<file path="config.mk">
export PLATFORM = sky130hd
export DESIGN_NAME = mem_cont_rr
export DESIGN_NICKNAME = d
export VERILOG_FILES = /design/src/rtl/mem_cont_rr.sv
export SDC_FILE = /design/constraint.sdc
export NUM_CORES = 1
export LEC_CHECK = 0
export ABC_AREA = 1
export BUFFER_PORTS_ARGS = -buffer_cell sky130_fd_sc_hd__buf_4
export CORE_AREA = 2 2 173 175
export CTS_BUF_LIST = sky130_fd_sc_hd__clkbuf_8
export DETAILED_ROUTE_END_ITERATION = 7
export DIE_AREA = 0 0 175 177
export GPL_TIMING_DRIVEN = 0
export PLACE_DENSITY = 0.55
export RECOVER_POWER = 100
export SLEW_MARGIN = 0
export SYNTH_ARGS = -nofsm -noshare
export SYNTH_HDL_FRONTEND = slang
export SYNTH_SLANG_ARGS = --single-unit
</file>
<file path="constraint.sdc">
create_clock -name clk -period 6.82 [get_ports clk]
set_clock_uncertainty 0.1 [all_clocks]
set_input_delay 1.364 -clock clk [delete_from_list [all_inputs] [get_ports clk]]
set_output_delay 1.364 -clock clk [all_outputs]
set_load 0.02 [all_outputs]
</file>
<file path="src/rtl/mem_cont_rr.sv">
`default_nettype none
//==============================================================================
// Module   : mem_cont_rr
// Brief    : Memory controller between dataflow load/store ports and a
//            single-port memory with a fixed read latency. Loads and stores
//            are arbitrated independently onto the memory read and write
//            ports. Each load port owns one registered response slot. A
//            pending-store counter drives the basic-block "memory empty"
//            handshake and raises a sticky underflow flag.
// Options  : MEMCONT_RR_EN -- when defined, both arbiters are round-robin
//            (search starts at a per-arbiter pointer). When undefined, they
//            are fixed priority (lowest index wins) and no pointer is built.
// Revision : 1.0 - initial release
//==============================================================================
module mem_cont_rr #(
  parameter int DATA_SIZE    = 32,
  parameter int ADDRESS_SIZE = 32,
  parameter int BB_COUNT     = 1,
  parameter int LOAD_COUNT   = 2,
  parameter int STORE_COUNT  = 2,
  parameter int READ_LATENCY = 1,
  parameter int COUNT_WIDTH  = 32
) (
  input  logic                              clk,
  input  logic                              rst,
  // memory write port
  output logic [DATA_SIZE-1:0]              store_data_out,
  output logic [ADDRESS_SIZE-1:0]           store_addr_out,
  output logic                              store_en,
  // memory read port
  input  logic [DATA_SIZE-1:0]              load_data_in,
  output logic [ADDRESS_SIZE-1:0]           load_addr_out,
  output logic                              load_en,
  // basic-block store accounting
  input  logic [BB_COUNT-1:0]               bb_valid,
  input  logic [BB_COUNT*COUNT_WIDTH-1:0]   bb_st_count,
  output logic [BB_COUNT-1:0]               bb_ready,
  output logic                              empty_valid,
  input  logic                              empty_ready,
  // load address channels
  input  logic [LOAD_COUNT-1:0]             rd_prev_valid,
  input  logic [LOAD_COUNT*ADDRESS_SIZE-1:0] rd_prev_bits,
  output logic [LOAD_COUNT-1:0]             rd_prev_ready,
  // load data channels
  output logic [LOAD_COUNT-1:0]             rd_next_valid,
  output logic [LOAD_COUNT*DATA_SIZE-1:0]   rd_next_bits,
  input  logic [LOAD_COUNT-1:0]             rd_next_ready,
  // store address channels
  input  logic [STORE_COUNT-1:0]            wr_addr_valid,
  input  logic [STORE_COUNT*ADDRESS_SIZE-1:0] wr_addr_bits,
  output logic [STORE_COUNT-1:0]            wr_addr_ready,
  // store data channels
  input  logic [STORE_COUNT-1:0]            wr_data_valid,
  input  logic [STORE_COUNT*DATA_SIZE-1:0]  wr_data_bits,
  output logic [STORE_COUNT-1:0]            wr_data_ready,
  // sticky error
  output logic                              underflow_err
);

  localparam int c_ld_idx_w = (LOAD_COUNT  > 1) ? $clog2(LOAD_COUNT)  : 1;
  localparam int c_st_idx_w = (STORE_COUNT > 1) ? $clog2(STORE_COUNT) : 1;

  // Per-load-port response slot state
  typedef enum logic [1:0] {
    LD_IDLE = 2'd0,   // no request outstanding
    LD_WAIT = 2'd1,   // issued to memory, tag travelling down the pipe
    LD_HOLD = 2'd2    // response registered, waiting for consumer
  } ld_state_t;

  //--------------------------------------------------------------------------
  // Load side signals
  //--------------------------------------------------------------------------
  ld_state_t                   r_ld_state     [LOAD_COUNT];
  logic [LOAD_COUNT-1:0]       r_rd_next_valid;
  logic [DATA_SIZE-1:0]        r_rd_next_bits [LOAD_COUNT];
  logic [LOAD_COUNT-1:0]       r_tag          [READ_LATENCY];

  logic [LOAD_COUNT-1:0]       w_ld_busy;
  logic [LOAD_COUNT-1:0]       w_ld_consume;
  logic [LOAD_COUNT-1:0]       w_ld_elig;
  logic [LOAD_COUNT-1:0]       w_ld_grant;
  logic                        w_ld_found;
  logic [c_ld_idx_w-1:0]       w_ld_start;
  logic [ADDRESS_SIZE-1:0]     w_load_addr;
  logic [LOAD_COUNT-1:0]       w_tag_out;

  //--------------------------------------------------------------------------
  // Store side signals
  //--------------------------------------------------------------------------
  logic [STORE_COUNT-1:0]      w_st_elig;
  logic [STORE_COUNT-1:0]      w_st_grant;
  logic                        w_st_found;
  logic [c_st_idx_w-1:0]       w_st_start;
  logic [ADDRESS_SIZE-1:0]     w_store_addr;
  logic [DATA_SIZE-1:0]        w_store_data;
  logic                        w_store_en;

  logic [COUNT_WIDTH-1:0]      r_st_count;
  logic                        r_underflow;
  logic [COUNT_WIDTH-1:0]      w_st_inc;
  logic                        w_underflow;

  // The consumer-ready handshake on the empty channel carries no state.
  logic                        w_unused_ok;
  assign w_unused_ok = empty_ready;

  //--------------------------------------------------------------------------
  // Per-port load eligibility: idle, or freeing its slot this very cycle
  //--------------------------------------------------------------------------
  generate
    for (genvar i = 0; i < LOAD_COUNT; i++) begin : g_ld_port
      assign w_ld_busy[i]    = (r_ld_state[i] != LD_IDLE);
      assign w_ld_consume[i] = r_rd_next_valid[i] & rd_next_ready[i];
      assign w_ld_elig[i]    = rd_prev_valid[i] & (~w_ld_busy[i] | w_ld_consume[i]);
      assign rd_next_bits[i*DATA_SIZE +: DATA_SIZE] = r_rd_next_bits[i];
    end
  endgenerate

  generate
    for (genvar j = 0; j < STORE_COUNT; j++) begin : g_st_port
      assign w_st_elig[j] = wr_addr_valid[j] & wr_data_valid[j];
    end
  endgenerate

  //--------------------------------------------------------------------------
  // Search start points: rotating pointers, or index 0 for fixed priority
  //--------------------------------------------------------------------------
`ifdef MEMCONT_RR_EN
  logic [c_ld_idx_w-1:0] r_ld_ptr;
  logic [c_st_idx_w-1:0] r_st_ptr;

  assign w_ld_start = r_ld_ptr;
  assign w_st_start = r_st_ptr;

  // Move each pointer to one past the granted index; hold when idle
  always_ff @(posedge clk or posedge rst) begin
    if (rst) begin
      r_ld_ptr <= '0;
      r_st_ptr <= '0;
    end else begin
      for (int i = 0; i < LOAD_COUNT; i++) begin
        if (w_ld_grant[i]) begin
          r_ld_ptr <= (i == LOAD_COUNT - 1) ? '0 : c_ld_idx_w'(i + 1);
        end
      end
      for (int j = 0; j < STORE_COUNT; j++) begin
        if (w_st_grant[j]) begin
          r_st_ptr <= (j == STORE_COUNT - 1) ? '0 : c_st_idx_w'(j + 1);
        end
      end
    end
  end
`else
  assign w_ld_start = '0;
  assign w_st_start = '0;
`endif

  //--------------------------------------------------------------------------
  // Load arbiter: first eligible port at or after the start, then wrap
  //--------------------------------------------------------------------------
  always_comb begin
    w_ld_grant  = '0;
    w_ld_found  = 1'b0;
    w_load_addr = '0;
    for (int i = 0; i < LOAD_COUNT; i++) begin
      if (!w_ld_found && w_ld_elig[i] && (i >= int'(w_ld_start))) begin
        w_ld_grant[i] = 1'b1;
        w_ld_found    = 1'b1;
        w_load_addr   = rd_prev_bits[i*ADDRESS_SIZE +: ADDRESS_SIZE];
      end
    end
    for (int i = 0; i < LOAD_COUNT; i++) begin
      if (!w_ld_found && w_ld_elig[i] && (i < int'(w_ld_start))) begin
        w_ld_grant[i] = 1'b1;
        w_ld_found    = 1'b1;
        w_load_addr   = rd_prev_bits[i*ADDRESS_SIZE +: ADDRESS_SIZE];
      end
    end
  end

  assign rd_prev_ready = w_ld_grant;
  assign load_en       = w_ld_found;
  assign load_addr_out = w_load_addr;

  //--------------------------------------------------------------------------
  // Store arbiter: address and data channels are joined per port
  //--------------------------------------------------------------------------
  always_comb begin
    w_st_grant   = '0;
    w_st_found   = 1'b0;
    w_store_addr = '0;
    w_store_data = '0;
    for (int j = 0; j < STORE_COUNT; j++) begin
      if (!w_st_found && w_st_elig[j] && (j >= int'(w_st_start))) begin
        w_st_grant[j] = 1'b1;
        w_st_found    = 1'b1;
        w_store_addr  = wr_addr_bits[j*ADDRESS_SIZE +: ADDRESS_SIZE];
        w_store_data  = wr_data_bits[j*DATA_SIZE +: DATA_SIZE];
      end
    end
    for (int j = 0; j < STORE_COUNT; j++) begin
      if (!w_st_found && w_st_elig[j] && (j < int'(w_st_start))) begin
        w_st_grant[j] = 1'b1;
        w_st_found    = 1'b1;
        w_store_addr  = wr_addr_bits[j*ADDRESS_SIZE +: ADDRESS_SIZE];
        w_store_data  = wr_data_bits[j*DATA_SIZE +: DATA_SIZE];
      end
    end
  end

  assign w_store_en     = w_st_found;
  assign store_en       = w_store_en;
  assign store_addr_out = w_store_addr;
  assign store_data_out = w_store_data;
  assign wr_addr_ready  = w_st_grant;
  assign wr_data_ready  = w_st_grant;

  //--------------------------------------------------------------------------
  // Tag pipe: grant vector delayed to line up with returning memory data
  //--------------------------------------------------------------------------
  always_ff @(posedge clk or posedge rst) begin
    if (rst) begin
      for (int s = 0; s < READ_LATENCY; s++) begin
        r_tag[s] <= '0;
      end
    end else begin
      r_tag[0] <= w_ld_grant;
      for (int s = 1; s < READ_LATENCY; s++) begin
        r_tag[s] <= r_tag[s-1];
      end
    end
  end

  assign w_tag_out = r_tag[READ_LATENCY-1];

  //--------------------------------------------------------------------------
  // Load response slots: issue, capture on tag, release on handshake
  //--------------------------------------------------------------------------
  always_ff @(posedge clk or posedge rst) begin
    if (rst) begin
      for (int i = 0; i < LOAD_COUNT; i++) begin
        r_ld_state[i]     <= LD_IDLE;
        r_rd_next_valid[i] <= 1'b0;
        r_rd_next_bits[i] <= '0;
      end
    end else begin
      for (int i = 0; i < LOAD_COUNT; i++) begin
        case (r_ld_state[i])
          LD_IDLE: begin
            if (w_ld_grant[i]) begin
              r_ld_state[i] <= LD_WAIT;
            end
          end
          LD_WAIT: begin
            if (w_tag_out[i]) begin
              r_ld_state[i]      <= LD_HOLD;
              r_rd_next_valid[i] <= 1'b1;
              r_rd_next_bits[i]  <= load_data_in;
            end
          end
          LD_HOLD: begin
            // A consume may coincide with a fresh grant for the same port
            if (w_ld_consume[i]) begin
              r_rd_next_valid[i] <= 1'b0;
              r_ld_state[i]      <= w_ld_grant[i] ? LD_WAIT : LD_IDLE;
            end
          end
          default: begin
            r_ld_state[i]      <= LD_IDLE;
            r_rd_next_valid[i] <= 1'b0;
          end
        endcase
      end
    end
  end

  assign rd_next_valid = r_rd_next_valid;

  //--------------------------------------------------------------------------
  // Sum of store counts announced by basic blocks entering this cycle
  //--------------------------------------------------------------------------
  always_comb begin
    w_st_inc = '0;
    for (int k = 0; k < BB_COUNT; k++) begin
      if (bb_valid[k]) begin
        w_st_inc = w_st_inc + bb_st_count[k*COUNT_WIDTH +: COUNT_WIDTH];
      end
    end
  end

  // A store with nothing pending and nothing announced is an underflow
  assign w_underflow = w_store_en & (r_st_count == '0) & (w_st_inc == '0);

  // Pending-store counter and sticky underflow flag
  always_ff @(posedge clk or posedge rst) begin
    if (rst) begin
      r_st_count  <= '0;
      r_underflow <= 1'b0;
    end else if (w_underflow) begin
      r_underflow <= 1'b1;
    end else begin
      r_st_count <= r_st_count + w_st_inc - {{(COUNT_WIDTH-1){1'b0}}, w_store_en};
    end
  end

  assign underflow_err = r_underflow;
  assign empty_valid   = (r_st_count == '0) & ~(|bb_valid);
  assign bb_ready      = '1;

endmodule
`default_nettype wire
</file>
* Word level (Yosys, flattened, before mapping)
Index checks and enable logic that the tools add are counted.
W data, S select, Z words.
** Cells by class
- Add/sub/neg operators :: 2
- Equal/unequal tests :: 10
- Muxes and demuxes :: 29
- Bitwise logic cells :: 16
- Reduce and logical (&&, ||, !) cells :: 16
** Operator list (count)
- $mux W32 :: 7
- $logic_not A32 Y1 :: 2
- $add A32 B32 Y32 :: 1
- $sub A32 B1 Y32 :: 1
- $mux W1 :: 12
- $mux W2 :: 6
- $ne A2 B2 Y1 const B :: 6
- $pmux W2 S3 :: 2
- $reduce_and A3 Y1 :: 4
- $and A1 B1 Y1 :: 9
- $pmux W1 S3 :: 2
- $not A1 Y1 :: 5
- $eq A2 B1 Y1 const B :: 2
- $eq A2 B2 Y1 const B :: 2
- $logic_not A2 Y1 :: 2
- $reduce_and A2 Y1 :: 2
- $reduce_bool A2 Y1 :: 2
- $logic_and A1 B1 Y1 :: 2
- $logic_not A1 Y1 :: 2
- $or A1 B1 Y1 :: 2
** Word-level totals
- Register bits after elaboration :: 105
- Input bits :: 268
- Logic and storage cells :: 82

* Longest topological paths before layout
Gate-level depths: netlist of run 1.
- Depth after elaboration :: 11
- Depth in mapped cells :: 17
- Depth with buffers taken out :: 16

* Worst setup path before layout of run 1
Ideal clock, no wire load.
- Kind :: input to output
- From :: in rd_next_ready[0]
- To :: out load_addr_out[22]
- Arrival :: 2480 ps
- Required time :: 5356 ps
- Setup slack :: 2876 ps
- Cell stages on the path :: 7
- Cells stage by stage :: nand2_1 -> o21ai_0 -> nand2_1 -> clkinv_1 -> nor2_2 -> buf_2 -> a22o_1
** Between the ends
- Word-level cells in the longest chain between the ends :: 7
- Elaborated cells between the ends (all ways) :: 8
** Ends and longest elaborated chain
- from (decl) :: line 47 : input logic [LOAD_COUNT-1:0] rd_next_ready,
- $and A1 B1 Y1 * :: line 113 : assign w_ld_consume[i] = r_rd_next_valid[i] & rd_next_ready[i];
- $or A1 B1 Y1 * :: line 114 : assign w_ld_elig[i] = rd_prev_valid[i] & (~w_ld_busy[i] | w_ld_consume[i]);
- $and A1 B1 Y1 * :: line 114
- $mux W1 :: line 166 : if (!w_ld_found && w_ld_elig[i] && (i >= int'(w_ld_start))) begin
- $logic_not A1 Y1 :: line 166
- $logic_and A1 B1 Y1 :: line 166
- $mux W32 * :: line 166
- to (decl) :: line 32 : output logic [ADDRESS_SIZE-1:0] load_addr_out,
Mark *: on every way between the ends. The rest lies on a longest branch, timed or not.

* Worst setup path after layout of run 1
Same ends and word-level chain as after synthesis.

==> out/results.txt, run 1 <==
Final setup viols - 0
ys async rst share - 1.000
Final ANT Viol Nets - 0
clock-pin slew on the worst setup and hold paths - 0.11 ns
root buf cell - clkbuf_8
Placed Instances - 1999
Placement Setup Slack - 2.196 ns
first-pass GRT wire length - 48.96 mm
# resized after CTS - 0
unrepaired setup endpoints after global routing - no
most common cell in the netlist - nand2_1
GRT overflow - 0
# Post-CTS Setup Buffers - 0
clk sinks - 105
Post-synth top cells - nand2_1, inv_1, dfrtp_1
Worst IR Drop VDD - 143.9 uV
reg2reg end - r_st_count[28]
Max Cap Viol - 0
Yosys top cell area share - 0.3258
layout net count - 1950
Rows - 63
DIE AREA - 0.03098 sq mm
share of layout cells above drive strength 1 - 0.1809
Vias/cell - 4.536
Data required, critical path - 5.36 ns
setup TNS - 0 ns
min cycle time layout - 5.167 ns
Initial Util - 0.2758
fin crit share - 0.7577
Synth Warn # - 0
register area share after synthesis - 0.3258
Worst EP arrival - 3.70 ns
r2r setup slk - 4.32 ns
Ports - 441
critical path type - input pin to output pin
CTS Buffer Depth - 2
CTS tree - built
final wirelength - 32.41 mm
syn nets - 1501
cts bufs inserted - 9
DR iter-0 viols - 465
post-synthesis instance total - 1171
via count - 9144
Non-Filler Instances - 2016
# fillers - 3300
Tot GR Track Use - 0.2049
outcome - completed
Critical Path Sink Type - output pin
IO buf count - 437
max-slew violation count - 0
Core Util, Final - 0.3901
Core Area - 0.02924 sq mm
antenna violations before repair - 1
vias in the first global route - 8880
worst hold path type - register to register
DIE HEIGHT - 177 microns
Slew @ Worst Pin - 1.375 ns
Post-DP Area - 0.01187 sq mm
Worst Setup EP - load_addr_out[22]
total power - 5.214 mW
area grow syn2layout - 41.45%
largest area contributor in the netlist - dfrtp_1
number of flops mapped to enable cells by yosys - 0
dpl hpwl - 27.72 mm
synth unique cells - 30
Worst Hold Path Cells - 1
post-synthesis cell area - 0.008065 sq mm
Critical Path Start - rd_next_ready[0]
cts hold-fix bufs - 0
critical path startpoint category - input pin
CTS H-tree depth - 3
main flop type after synthesis - dfrtp_1
Final Hold Vio Count - 0
Slew HR - 0.07834
DIE WIDTH - 175 microns
Avg Inst Size Synth - 6.887 sq um
routability cong. - 0.8724
Lkg Pwr - 6.379 nW
cell area power density - 457.0 mW/mm^2
Pre-Repair DR Iteration Count - 5
Remaining DRCs - 0
worst skew pair latency - 0.41 ns
hold_ws - 0.3835 ns
final instance area - 0.01141 sq mm
Max Fclk - 193.5 MHz
Yosys reg bits - 105
synth top area cells - dfrtp_1, nand2_1, inv_1
largest net degree at the start of global routing - 82
crit-path max FO - 11
worst r2r src - r_st_count[1]
DR WL/cell - 16.08 microns
final setup margin - 1.653 ns
Worst Reg2Reg Path Length in Cells - 15
flip-flops by register name, summed over array words and instances, names as in the netlist:
register,count
rd_next_valid,2
r_tag,2
underflow_err,1
r_ld_state,4
r_st_count,32
rd_next_bits,64
placed cells by master, fill, tap and decap left out, types with 31 or more instances in the layout:
master | Yosys | routed
a22o_1 | 96 | 96
buf_4 | 4 | 266
clkbuf_1 | 28 | 206
dfrtp_1 | 105 | 105
ha_1 | 61 | 61
inv_1 | 240 | 239
nand2_1 | 347 | 347
nand3_1 | 31 | 31
nor2_1 | 85 | 86
o21ai_0 | 73 | 73
cell type report:
type                            instances  area [sq um]  share of cell area
Multi-Input combinational cell        781          4310              0.3778
Timing Repair Buffer                  438          2678              0.2347
Sequential cell                       105          2628              0.2303
Inverter                              241         905.9             0.07940
Tap cell                              390         488.0             0.04277
Buffer                                 44         185.2             0.01623
Clock buffer                            9         123.9             0.01086
Clock inverter                          7         87.58            0.007677
Antenna cell                            1         2.502           0.0002193
how the worst min path moves through the flow:
stage	slack (ns)	end	start
6_report	0.38	underflow_err	underflow_err
5_1_grt	0.41	underflow_err	underflow_err
4_1_cts	0.39	underflow_err	underflow_err
3_5_place_dp	0.36	underflow_err	underflow_err
3_3_place_gp	0.36	underflow_err	underflow_err
2_1_floorplan	0.42	r_ld_state[2]	r_ld_state[2]
metal layers:
layer / global-route usage / routed length, microns / vias to the layer above
met3: 0.02792 / 1520 / 48
met4: 0.08125 / 1018 / 2
met1: 0.2631 / 13880 / 4211
met2: 0.3462 / 15890 / 279
li1: - / - / 4604
met5: 0.02404 / 99 / -
power by group:
part / internal [mW] / leakage, nW / switching, mW
Sequential: 0.953 / 1.27 / 0.143
Combinational: 1.26 / 5.01 / 2.43
Clock: 0.150 / 0.103 / 0.276
worst max-delay path, stage by stage:
cell and delay, ns:
clkbuf_4 0.11, nand2_1 0.08, o21ai_0 0.09, nand2_1 0.10
clkinv_1 0.24, nor2_1 0.52, clkbuf_1 0.59, a22o_1 0.35
clkbuf_1 0.26
cell families (layout without fill, tap and decap cells):
family | count (synthesis) | count (layout) | share of synthesized area
AND/OR/NAND/NOR | 508 | 508 | 0.2533
buffers and inverters | 285 | 739 | 0.1395
AO/OA/AOI/OAI | 194 | 194 | 0.1665
flip-flops | 105 | 105 | 0.3258
adder cells (fa/ha/maj) | 62 | 62 | 0.09711
XOR/XNOR | 16 | 16 | 0.01738
other | 1 | 2 | 0.0004650
Note: power is estimated with default switching activity, not from simulation.
==> run 2, diff against run 1 <==
clock period = 4.9 ns   (was 6.82 ns; I/O delays follow)
==> run 2 against run 1 <==
  * Highest routed layer unchanged
  * Register-to-register slack worse by 1.9 ns
  * Critical endpoint is now load_addr_out[4]
  * The flow now finishes with violations (capacitance limit, slew limit)
  * Core utilization hardly changed
  * Sequential share of layout area about the same
  * Critical path type unchanged
==> out/results.txt, run 2 (same netlist as run 1, synthesis figures left out) <==
outcome - finished with violations
Tot GR Track Use - 0.2049
critical path cell sequence - clkbuf_4 > nand2_1 > o21ai_0 > nand2_1 > clkinv_1 > nor2_1 > clkbuf_1 > a22o_1 > clkbuf_1
clock-pin slew on the worst setup and hold paths - 0.11 ns
final wirelength - 32.38 mm
share of layout cells above drive strength 1 - 0.1834
dpl hpwl - 27.72 mm
Post-DP Area - 0.01187 sq mm
Data required, critical path - 3.82 ns
CTS Buffer Depth - 2
GRT overflow - 0
Max Cap Viol - 1
Slew HR - -0.3403
Placement Setup Slack - 1.044 ns
# fillers - 3297
cts bufs inserted - 9
clk sinks - 105
Critical Path Sink Type - output pin
Rows - 63
hold_ws - 0.3836 ns
Worst IR Drop VDD - 200.7 uV
Final ANT Viol Nets - 0
first-pass GRT wire length - 48.96 mm
worst hold path type - register to register
crit-path max FO - 10
via count - 9146
cell area power density - 637.2 mW/mm^2
DR iter-0 viols - 440
Final setup viols - 0
critical path startpoint category - input pin
cts hold-fix bufs - 0
Ports - 441
min cycle time layout - 4.287 ns
root buf cell - clkbuf_8
critical path type - input pin to output pin
setup TNS - 0 ns
final instance area - 0.01140 sq mm
CP max stage cell - nor2_1
# resized after CTS - 0
max-slew violation count - 82
DR WL/cell - 16.06 microns
area of the multi-input gates - 0.004310 sq mm
Remaining DRCs - 0
DIE WIDTH - 175 microns
routability cong. - 0.8724
max reg flops - 64
layout net count - 1950
crit-path max cell delay - 0.52 ns
Core Area - 0.02924 sq mm
DIE HEIGHT - 177 microns
commonest non-fill, non-tap cell in the layout - nand2_1
Pre-Repair DR Iteration Count - 5
Lkg Pwr - 6.387 nW
most frequent cells in the layout - nand2_1, buf_4, inv_1, clkbuf_1, dfrtp_1
Max Fclk - 233.3 MHz
Final Hold Vio Count - 0
area grow syn2layout - 41.36%
register area - 0.002628 sq mm
failing checks - capacitance limit, slew limit
largest net degree at the start of global routing - 82
CTS H-tree depth - 3
WP buf/inv - 4
DIE AREA - 0.03098 sq mm
vias in the first global route - 8880
family with the most delay on the worst path - buffers and inverters
worst skew pair latency - 0.41 ns
antenna violations before repair - 1
CTS tree - built
fin crit share - 0.8749
# Post-CTS Setup Buffers - 0
Initial Util - 0.2758
Slew @ Worst Pin - 2.010 ns
unrepaired setup endpoints after global routing - no
final setup margin - 0.6129 ns
Vias/cell - 4.537
Worst EP arrival - 3.21 ns
IO buf count - 437
run 2: layer usage:
layer / track usage / vias to the layer above / wire [microns]
met4: 0.08125 / 2 / 1018
met5: 0.02404 / - / 99
li1: - / 4606 / -
met3: 0.02792 / 48 / 1551
met2: 0.3462 / 279 / 15870
met1: 0.2631 / 4211 / 13840
run 2: layout make-up:
| cell class | instances | area share |
|---|---|---|
| antenna | 1 | 0.0002195 |
| buffer | 44 | 0.01624 |
| clock buffer | 9 | 0.01086 |
| clock inverter | 7 | 0.007682 |
| inverter | 241 | 0.07946 |
| multi-input combinational | 781 | 0.3781 |
| sequential | 105 | 0.2305 |
| tap | 390 | 0.04280 |
| timing repair buffer | 438 | 0.2342 |
run 2: worst reg2reg max path, delay by kind of cell (launching register included):
family / cells / cell delay [ns]
flops: 1 / 0.36
fa+ha+maj: 2 / 0.77
buf+inv: 2 / 0.11
simple gates: 11 / 1.08
run 2: final timing paths:
kind / slack, ns / from / cells after the start / to
max in group asynchronous: 1.45 / rst / 3 / r_st_count[21]
worst min register to register: 0.38 / underflow_err / 1 / underflow_err
worst max-delay path: 0.61 / rd_next_ready[0] / 9 / load_addr_out[4]
min in group asynchronous: 0.73 / rst / 2 / r_st_count[1]
worst max register to register: 2.40 / r_st_count[1] / 15 / r_st_count[28]
worst min-delay path: 0.38 / underflow_err / 1 / underflow_err
run 2: through the flow:
step | instances | power, mW | utilization
2_1_floorplan | 1171 | 5.179 | -
3_3_place_gp | 1998 | 6.984 | 0.4047
3_5_place_dp | 1999 | 7.044 | 0.4058
4_1_cts | 2015 | 7.668 | 0.4130
5_1_grt | 2016 | 8.055 | 0.3899
6_report | 2016 | 7.265 | 0.3899
run 2: report_power, final:
part | total [mW] | switching [mW] | internal, mW
clock network | 0.594 | 0.385 | 0.209
logic | 5.14 | 3.39 | 1.76
registers | 1.53 | 0.200 | 1.33
